`src/rtl/usb_rx_packet_parser_if.sv`:
```
// usb_rx_packet_parser_if: signal bundle between the RX FIFO / output buffer and the packet parser
//   RX FIFO side   : r_data, empty, rcving, r_error (to parser), r_enable (from parser)
//   output buffer  : buf_full (to parser), pld_data, pld_put (from parser)
//   packet result  : pid, token_addr, token_endp, pkt_done, pkt_type, pkt_err, pld_len
//   master = parser side, slave = FIFO/buffer/consumer side
interface usb_rx_packet_parser_if;
    logic [7:0] r_data;
    logic       empty;
    logic       rcving;
    logic       r_error;
    logic       buf_full;
    logic       r_enable;
    logic [3:0] pid;
    logic [6:0] token_addr;
    logic [3:0] token_endp;
    logic [7:0] pld_data;
    logic       pld_put;
    logic       pkt_done;
    logic [1:0] pkt_type;
    logic       pkt_err;
    logic [6:0] pld_len;
    modport master (
        input  r_data, empty, rcving, r_error, buf_full,
        output r_enable, pid, token_addr, token_endp, pld_data, pld_put,
               pkt_done, pkt_type, pkt_err, pld_len
    );
    modport slave (
        output r_data, empty, rcving, r_error, buf_full,
        input  r_enable, pid, token_addr, token_endp, pld_data, pld_put,
               pkt_done, pkt_type, pkt_err, pld_len
    );
endinterface

```
`src/rtl/usb_rx_packet_parser.sv`:
```
// usb_rx_packet_parser: pops USB RX FIFO bytes, validates PID, parses token/data/handshake packets
//   clk   : system clock
//   n_rst : asynchronous active-low reset
//   bus   : master modport; FIFO pop (r_enable), payload stream (pld_data/pld_put),
//           per-packet result (pkt_done with pkt_type/pkt_err/pld_len, pid, token fields)
module usb_rx_packet_parser #(
    parameter int MAX_PAYLOAD = 64
) (
    input  logic                          clk,
    input  logic                          n_rst,
    usb_rx_packet_parser_if.master        bus
);
    typedef enum logic [3:0] {IDLE, PID, TOK1, TOK2, CHK, HSK, DATA, FLUSH, DONE} state_t;
    state_t      r_state, w_next;
    logic        w_pop, w_err, w_eop, w_pid_ok, w_emit, w_ovf, w_live;
    logic [7:0]  w_d;
    logic [1:0]  w_type;
    logic [3:0]  r_pid, r_endp;
    logic [6:0]  r_addr, r_len;
    logic [7:0]  r_pld, r_h0, r_h1;
    logic        r_put, r_err;
    logic [1:0]  r_type, r_hcnt;
    logic [4:0]  r_crc5;
    logic [15:0] r_crc16;

    function automatic logic [4:0] f_crc5(input logic [4:0] c, input logic [7:0] d);
        logic [4:0] x;
        x = c;
        for (int i = 0; i < 8; i++) x = {x[3:0], 1'b0} ^ ((d[i] ^ x[4]) ? 5'h05 : 5'h00);
        return x;
    endfunction

    function automatic logic [15:0] f_crc16(input logic [15:0] c, input logic [7:0] d);
        logic [15:0] x;
        x = c;
        for (int i = 0; i < 8; i++) x = {x[14:0], 1'b0} ^ ((d[i] ^ x[15]) ? 16'h8005 : 16'h0000);
        return x;
    endfunction

    assign w_d      = bus.r_data;
    assign w_eop    = !bus.rcving && bus.empty;
    assign w_pid_ok = w_d[7:4] == ~w_d[3:0];
    assign w_type   = !w_pid_ok ? 2'd0 :
                      (w_d[3:0] inside {4'h1, 4'h5, 4'h9, 4'hD}) ? 2'd1 :
                      (w_d[3:0] inside {4'h3, 4'hB}) ? 2'd2 :
                      (w_d[3:0] inside {4'h2, 4'hA, 4'hE}) ? 2'd3 : 2'd0;
    // A byte popped with two already held pushes the oldest one out as payload,
    // unless that byte would take the payload past MAX_PAYLOAD.
    assign w_ovf    = r_hcnt == 2'd2 && r_len == 7'(MAX_PAYLOAD);
    assign w_emit   = w_pop && r_state == DATA && r_hcnt == 2'd2 && !w_ovf;
    assign w_live   = r_state != IDLE && r_state != DONE;

    always_ff @(posedge clk or negedge n_rst) begin
        if (!n_rst) r_state <= IDLE;
        else        r_state <= w_next;
    end

    always_comb begin
        w_next = r_state;
        w_pop  = 1'b0;
        w_err  = 1'b0;
        case (r_state)
            IDLE: w_next = bus.empty ? IDLE : PID;
            PID: begin
                w_pop  = !bus.empty;
                w_err  = bus.empty ? w_eop : w_type == 2'd0;
                w_next = bus.empty ? (w_eop ? DONE : PID) :
                         w_type == 2'd1 ? TOK1 : w_type == 2'd2 ? DATA :
                         w_type == 2'd3 ? HSK : FLUSH;
            end
            TOK1, TOK2: begin
                w_pop  = !bus.empty;
                w_err  = w_eop;
                w_next = !bus.empty ? (r_state == TOK1 ? TOK2 : CHK) : w_eop ? DONE : r_state;
            end
            CHK: begin
                w_err  = !bus.empty || (w_eop && r_crc5 != 5'h0C);
                w_next = !bus.empty ? FLUSH : w_eop ? DONE : CHK;
            end
            HSK: begin
                w_err  = !bus.empty;
                w_next = !bus.empty ? FLUSH : w_eop ? DONE : HSK;
            end
            DATA: begin
                w_pop  = !bus.empty && !bus.buf_full;
                w_err  = (w_pop && w_ovf) || (w_eop && (r_hcnt != 2'd2 || r_crc16 != 16'h800D));
                w_next = (w_pop && w_ovf) ? FLUSH : w_eop ? DONE : DATA;
            end
            FLUSH: begin
                w_pop  = !bus.empty;
                w_next = w_eop ? DONE : FLUSH;
            end
            default: w_next = IDLE;
        endcase
    end

    always_ff @(posedge clk or negedge n_rst) begin
        if (!n_rst) begin
            r_pid   <= '0;
            r_addr  <= '0;
            r_endp  <= '0;
            r_pld   <= '0;
            r_put   <= 1'b0;
            r_type  <= '0;
            r_err   <= 1'b0;
            r_len   <= '0;
            r_h0    <= '0;
            r_h1    <= '0;
            r_hcnt  <= '0;
            r_crc5  <= '0;
            r_crc16 <= '0;
        end else begin
            r_put <= w_emit;
            if (w_emit) begin
                r_pld <= r_h1;
                r_len <= r_len + 7'd1;
            end
            // Error flag restarts at each PID pop and then accumulates until the next one.
            r_err <= ((w_pop && r_state == PID) ? 1'b0 : r_err) | w_err | (w_live && bus.r_error);
            if (w_pop) begin
                case (r_state)
                    PID: begin
                        r_pid   <= w_d[3:0];
                        r_type  <= w_type;
                        r_len   <= '0;
                        r_hcnt  <= '0;
                        r_crc5  <= 5'h1F;
                        r_crc16 <= 16'hFFFF;
                    end
                    TOK1: begin
                        r_addr    <= w_d[6:0];
                        r_endp[0] <= w_d[7];
                        r_crc5    <= f_crc5(r_crc5, w_d);
                    end
                    TOK2: begin
                        r_endp[3:1] <= w_d[2:0];
                        r_crc5      <= f_crc5(r_crc5, w_d);
                    end
                    DATA: begin
                        r_h0    <= w_d;
                        r_h1    <= r_h0;
                        r_hcnt  <= (r_hcnt == 2'd2) ? 2'd2 : r_hcnt + 2'd1;
                        r_crc16 <= f_crc16(r_crc16, w_d);
                    end
                    default: ;
                endcase
            end
        end
    end

    assign bus.r_enable   = w_pop;
    assign bus.pid        = r_pid;
    assign bus.token_addr = r_addr;
    assign bus.token_endp = r_endp;
    assign bus.pld_data   = r_pld;
    assign bus.pld_put    = r_put;
    assign bus.pkt_done   = r_state == DONE;
    assign bus.pkt_type   = r_type;
    assign bus.pkt_err    = r_err;
    assign bus.pld_len    = r_len;
endmodule

```
`src/flat_wrapper.sv`:
```
// flat-port wrapper written by rule: the top's interface ports become plain ports
module usb_rx_packet_parser_flat 
#(
    parameter int MAX_PAYLOAD = 64
)
  (clk, n_rst, bus_r_data, bus_empty, bus_rcving, bus_r_error, bus_buf_full, bus_r_enable, bus_pid, bus_token_addr, bus_token_endp, bus_pld_data, bus_pld_put, bus_pkt_done, bus_pkt_type, bus_pkt_err, bus_pld_len);
  usb_rx_packet_parser_if bus_i ();
  input  logic clk;
  input  logic n_rst;
  input wire logic [$bits(bus_i.r_data)-1:0] bus_r_data;
  input wire logic [$bits(bus_i.empty)-1:0] bus_empty;
  input wire logic [$bits(bus_i.rcving)-1:0] bus_rcving;
  input wire logic [$bits(bus_i.r_error)-1:0] bus_r_error;
  input wire logic [$bits(bus_i.buf_full)-1:0] bus_buf_full;
  output wire logic [$bits(bus_i.r_enable)-1:0] bus_r_enable;
  output wire logic [$bits(bus_i.pid)-1:0] bus_pid;
  output wire logic [$bits(bus_i.token_addr)-1:0] bus_token_addr;
  output wire logic [$bits(bus_i.token_endp)-1:0] bus_token_endp;
  output wire logic [$bits(bus_i.pld_data)-1:0] bus_pld_data;
  output wire logic [$bits(bus_i.pld_put)-1:0] bus_pld_put;
  output wire logic [$bits(bus_i.pkt_done)-1:0] bus_pkt_done;
  output wire logic [$bits(bus_i.pkt_type)-1:0] bus_pkt_type;
  output wire logic [$bits(bus_i.pkt_err)-1:0] bus_pkt_err;
  output wire logic [$bits(bus_i.pld_len)-1:0] bus_pld_len;
  assign bus_i.r_data = bus_r_data;
  assign bus_i.empty = bus_empty;
  assign bus_i.rcving = bus_rcving;
  assign bus_i.r_error = bus_r_error;
  assign bus_i.buf_full = bus_buf_full;
  assign bus_r_enable = bus_i.r_enable;
  assign bus_pid = bus_i.pid;
  assign bus_token_addr = bus_i.token_addr;
  assign bus_token_endp = bus_i.token_endp;
  assign bus_pld_data = bus_i.pld_data;
  assign bus_pld_put = bus_i.pld_put;
  assign bus_pkt_done = bus_i.pkt_done;
  assign bus_pkt_type = bus_i.pkt_type;
  assign bus_pkt_err = bus_i.pkt_err;
  assign bus_pld_len = bus_i.pld_len;
  usb_rx_packet_parser #(.MAX_PAYLOAD(MAX_PAYLOAD)) u_core (.clk(clk), .n_rst(n_rst), .bus(bus_i));
endmodule
```
`config.mk`:
```
export PLATFORM = sky130hd
export DESIGN_NAME = usb_rx_packet_parser_flat
export DESIGN_NICKNAME = d
export VERILOG_FILES = /design/src/rtl/usb_rx_packet_parser_if.sv /design/src/rtl/usb_rx_packet_parser.sv /design/src/flat_wrapper.sv
export SDC_FILE = /design/constraint.sdc
export NUM_CORES = 1
export LEC_CHECK = 0
export ABC_CLOCK_PERIOD_IN_PS = 2640
export CAP_MARGIN = 40
export CORE_ASPECT_RATIO = 0.8
export CORE_MARGIN = 5
export CORE_UTILIZATION = 56
export DETAILED_ROUTE_END_ITERATION = 8
export PLACE_DENSITY_LB_ADDON = 0.25
export SYNTH_ARGS = -nofsm -noshare
export SYNTH_HDL_FRONTEND = slang
export SYNTH_SLANG_ARGS = --single-unit
```
`constraint.sdc`:
```
create_clock -name clk -period 2.64 [get_ports clk]
set_input_delay 0.528 -clock clk [delete_from_list [all_inputs] [get_ports clk]]
set_output_delay 0.528 -clock clk [all_outputs]
set_load 0.01 [all_outputs]
```
==> flow_metrics.env, run 1 <==
export IMPL_die_height_um=83.6
export IMPL_synth_area_um2=3790
export IMPL_wl_um=9240
export IMPL_drive_gt1_frac=0.205
export IMPL_grt_start_max_net_pins=41
export IMPL_max_slew_margin=0.659
export IMPL_syn_avg_cell_area_um2=10.4
export IMPL_power_mw=4.56
export IMPL_combPwrFrac=0.387
export IMPL_ys_ff_latch=77
export IMPL_start_util=0.585
export IMPL_crit_required_ns=2.89
export IMPL_vias_per_cell=5.60
export IMPL_p_int_mw=2.97
export IMPL_port_buffer_count=49
export IMPL_pwr_share_seq=0.405
export IMPL_fill_cells=461
export IMPL_cts_tree="yes"
export IMPL_status="finished, final reports clean"
export IMPL_cpMostUsedCell="nor4b_2"
export IMPL_synth_cell_types=42
export IMPL_grt_pass1_vias=3174
export IMPL_crit_type="primary input to flop"
export IMPL_final_setup_viol_count=0
export IMPL_report_final_slew_viol_count=0
export IMPL_insertion_delay_ns=0.37
export IMPL_dieArea_um2=8520
export IMPL_crit_family="simple AND/OR/NAND/NOR gates"
export IMPL_slowest_stage="clkdlybuf4s50_1"
export IMPL_worstMarginPinSlew_ns=0.512
export IMPL_grt_pass1_wl_um=15700
export IMPL_diodes=0
export IMPL_fin_crit_ns=2.54
export IMPL_die_x_um=102
export IMPL_synth_fp_nets=384
export IMPL_placed_area_um2=4600
export IMPL_cts_root_buffer="clkbuf_8"
export IMPL_pwr_share_clk=0.208
export IMPL_max_cap_violations=0
export IMPL_final_hold_viol_count=0
export IMPL_ys_warn_count=0
export IMPL_cts_hold_buf=0
export IMPL_cp_end_kind="flop"
export IMPL_leakage_nw=2.12
export IMPL_clk_pin_slew_ns=0.08
export IMPL_gp_congestion=0.896
export IMPL_cp_arrival_ns=2.79
export IMPL_timing_final_crit_share=0.962
export IMPL_final_cells=528
export IMPL_firstDrtPassIters=4
export IMPL_holdWs_ns=0.126
export IMPL_antenna_found_initial=0
export IMPL_swShare=0.348
export IMPL_ys_seq_area_frac=0.509
export IMPL_core_um2=6470
export IMPL_num_rows=26
export IMPL_nets=460
export IMPL_finalInstanceArea_um2=4840
export IMPL_numCtsBuffers=9
export IMPL_hold_path_class="primary input to asynchronous set/reset pin"
export IMPL_synth_edf_count=0
export IMPL_ys_async_sr_fraction=1.00
export IMPL_crit_chain="clkdlybuf4s50_1, inv_2, nor4b_2, a31oi_1, nor4b_2, inv_1, ha_1, a21oi_2, nor3_1, nor2_1, o21ai_0, a2111o_1"
export IMPL_peakVddDrop_v=0.000625
export IMPL_ctsHtreeMaxLevel=3
export IMPL_clock_path_buffers=2
export IMPL_powerDensity_nw_per_um2=942
export IMPL_clock_fmax_mhz=394
export IMPL_io_pins=50
export IMPL_place_ws_ns=-0.379
export IMPL_fin_skew_ns=0.00596
export IMPL_grt_overflow_total=0
export IMPL_cp_num_buf_inv=3
export IMPL_drt_iter0_markers=175
export IMPL_grt_use_total=0.237
export IMPL_dp_hpwl_um=6630
export IMPL_cpPeakStageDelay_ns=0.52
export IMPL_synthFlopType="dfrtp_1"
export IMPL_area_growth_pct=27.7
export IMPL_drt_wirelength_per_cell_um=17.5
export IMPL_cts_sinks=77
export IMPL_fin_ws_ns=0.100
export IMPL_numPlacedInstances=512
export IMPL_syn_inst=363
export IMPL_p_sw_mw=1.59
export IMPL_num_vias=2958
export IMPL_start_kind="primary input"
export IMPL_drc=0
export IMPL_drt_antenna_violating_nets=0
export IMPL_cp_max_fo=2
-- repair_timing --
action                                  CTS  global route
resized for setup                         4             4
pin swaps                                 0             1
endpoints found under the setup margin    2             1
buffers inserted                          0             0
-- stage by stage --
step / utilization / TNS [ns]
6_report: 0.747 / 0
5_1_grt: 0.747 / -0.105
4_1_cts: 0.744 / 0
3_5_place_dp: 0.711 / -0.851
3_3_place_gp: 0.711 / -0.333
2_1_floorplan: - / 0
-- sequential cells by signal, indices dropped and copies added (netlist names) --
register               cells
u_core.bus.pld_put         1
u_core.bus.pkt_err         1
u_core.r_hcnt              2
u_core.r_crc16            16
u_core.r_h0                8
u_core.bus.pid             4
u_core.r_state             4
u_core.bus.pkt_type        2
u_core.bus.pld_data        8
u_core.bus.token_endp      4
u_core.bus.pld_len         7
u_core.r_crc5              5
u_core.bus.token_addr      7
u_core.r_h1                8
-- per-layer routing --
| metal | vias up | GRT usage | part of all wire |
|---|---|---|---|
| li1 | 1371 | - | - |
| met1 | 1483 | 0.311 | 0.44 |
| met2 | 87 | 0.362 | 0.49 |
| met3 | 17 | 0.0760 | 0.052 |
| met4 | 0 | 0.0942 | 0.018 |
| met5 | - | 0 | 0 |
-- worst register-to-register path, cell delays in order, from the launching register on --
cell and delay [ns]:
dfrtp_1 0.57, and3b_1 0.27, and2_1 0.30, and3_1 0.25, buf_12 0.15, mux2_2 0.34
-- synth_stat cells (3+ instances only) --
| cell type | instances | share of area |
|---|---|---|
| buf_2 | 9 | 0.012 |
| nand2_1 | 69 | 0.068 |
| xor2_1 | 7 | 0.016 |
| nor4b_1 | 6 | 0.014 |
| nor2_1 | 26 | 0.026 |
| o21ai_0 | 9 | 0.012 |
| a21oi_1 | 21 | 0.028 |
| xnor2_1 | 27 | 0.062 |
| nand2b_1 | 4 | 0.0066 |
| and2_1 | 3 | 0.0050 |
| inv_1 | 8 | 0.0079 |
| nand4_1 | 4 | 0.0066 |
| o22a_1 | 9 | 0.021 |
| xnor2_2 | 5 | 0.021 |
| mux2_2 | 22 | 0.065 |
| ha_1 | 7 | 0.023 |
| dfrtp_1 | 77 | 0.51 |
| or3_1 | 4 | 0.0066 |
| nor3_1 | 8 | 0.011 |
| clkbuf_1 | 8 | 0.0079 |
| nand3_1 | 3 | 0.0040 |
-- cell type report --
type                    count  area, um2  share of cell area
clock inverters             7       82.6              0.0171
well taps                  84        105              0.0217
inverters                   9       33.8             0.00698
clock buffers               9        124              0.0256
flip-flops and latches     77       1930               0.399
multi-input cells         256       1760               0.364
repair buffers             86        802               0.166
-- cell families after synthesis --
kind of cell / count (synthesis) / share of synthesized area
AOI/OAI and AO/OA: 46 / 0.0750
xor gates and xnor gates: 43 / 0.123
adders and majority gates: 7 / 0.0231
buffers and inverters: 30 / 0.0357
DFF: 77 / 0.509
muxes: 23 / 0.0680
and+or+nand+nor: 137 / 0.167
-- power by group through the flow --
stage	Sequential (mW)	Clock, mW	Combinational, mW
floorplan	1.80	0	1.07
global placement	1.84	0	1.69
detailed placement	1.86	0	1.76
CTS	1.84	0.961	1.77
global route	1.90	1.01	1.94
finish	1.85	0.948	1.76
-- final timing paths --
path / start / endpoint / slack (ns) / depth (start not counted)
worst max-delay path: bus_r_data[7] / u_core.bus.pkt_err$_DFF_PN0_ / 0.10 / 12
worst min-delay path: n_rst / u_core.r_crc16[10]$_DFFE_PN0P_ / 0.13 / 1
worst max register to register: u_core.r_state[2]$_DFFE_PN0P_ / u_core.bus.pld_data[2]$_DFFE_PN0N_ / 0.64 / 5
worst min register to register: u_core.r_h0[6]$_DFFE_PN0N_ / u_core.r_h1[6]$_DFFE_PN0N_ / 0.48 / 2
max in group asynchronous: n_rst / u_core.bus.pld_len[0]$_DFF_PN0_ / 1.94 / 2
min in group clk: u_core.r_h0[6]$_DFFE_PN0N_ / u_core.r_h1[6]$_DFFE_PN0N_ / 0.48 / 2
-- layout by cell type, fill, tap and decap left out, types with 2 or more instances in the layout --
master	synthesis	final
a21oi_1	21	20
a31oi_1	2	2
and2_1	3	3
buf_12	0	3
buf_4	1	35
clkbuf_8	0	9
clkdlybuf4s50_1	0	47
clkinvlp_4	0	2
dfrtp_1	77	76
ha_1	7	7
inv_1	8	8
inv_6	0	2
mux2_2	22	22
nand2_1	69	69
nand2b_1	4	4
nand3_1	3	3
nand3b_1	2	2
nand4_1	4	4
nor2_1	26	26
nor2b_1	2	2
nor3_1	8	7
nor4b_1	6	3
nor4b_2	0	3
o21ai_0	9	9
o22a_1	9	9
or3_1	4	4
xnor2_1	27	27
xnor2_2	5	5
xnor3_1	2	2
xor2_1	7	7
(Power assumes the default switching activity.)
==> run 2: changes to the inputs <==
SKIP_LAST_GASP = 1   (was not set)
==> results of run 2 <==
No change in the layout: final DEF, timing and power equal those of run 1.
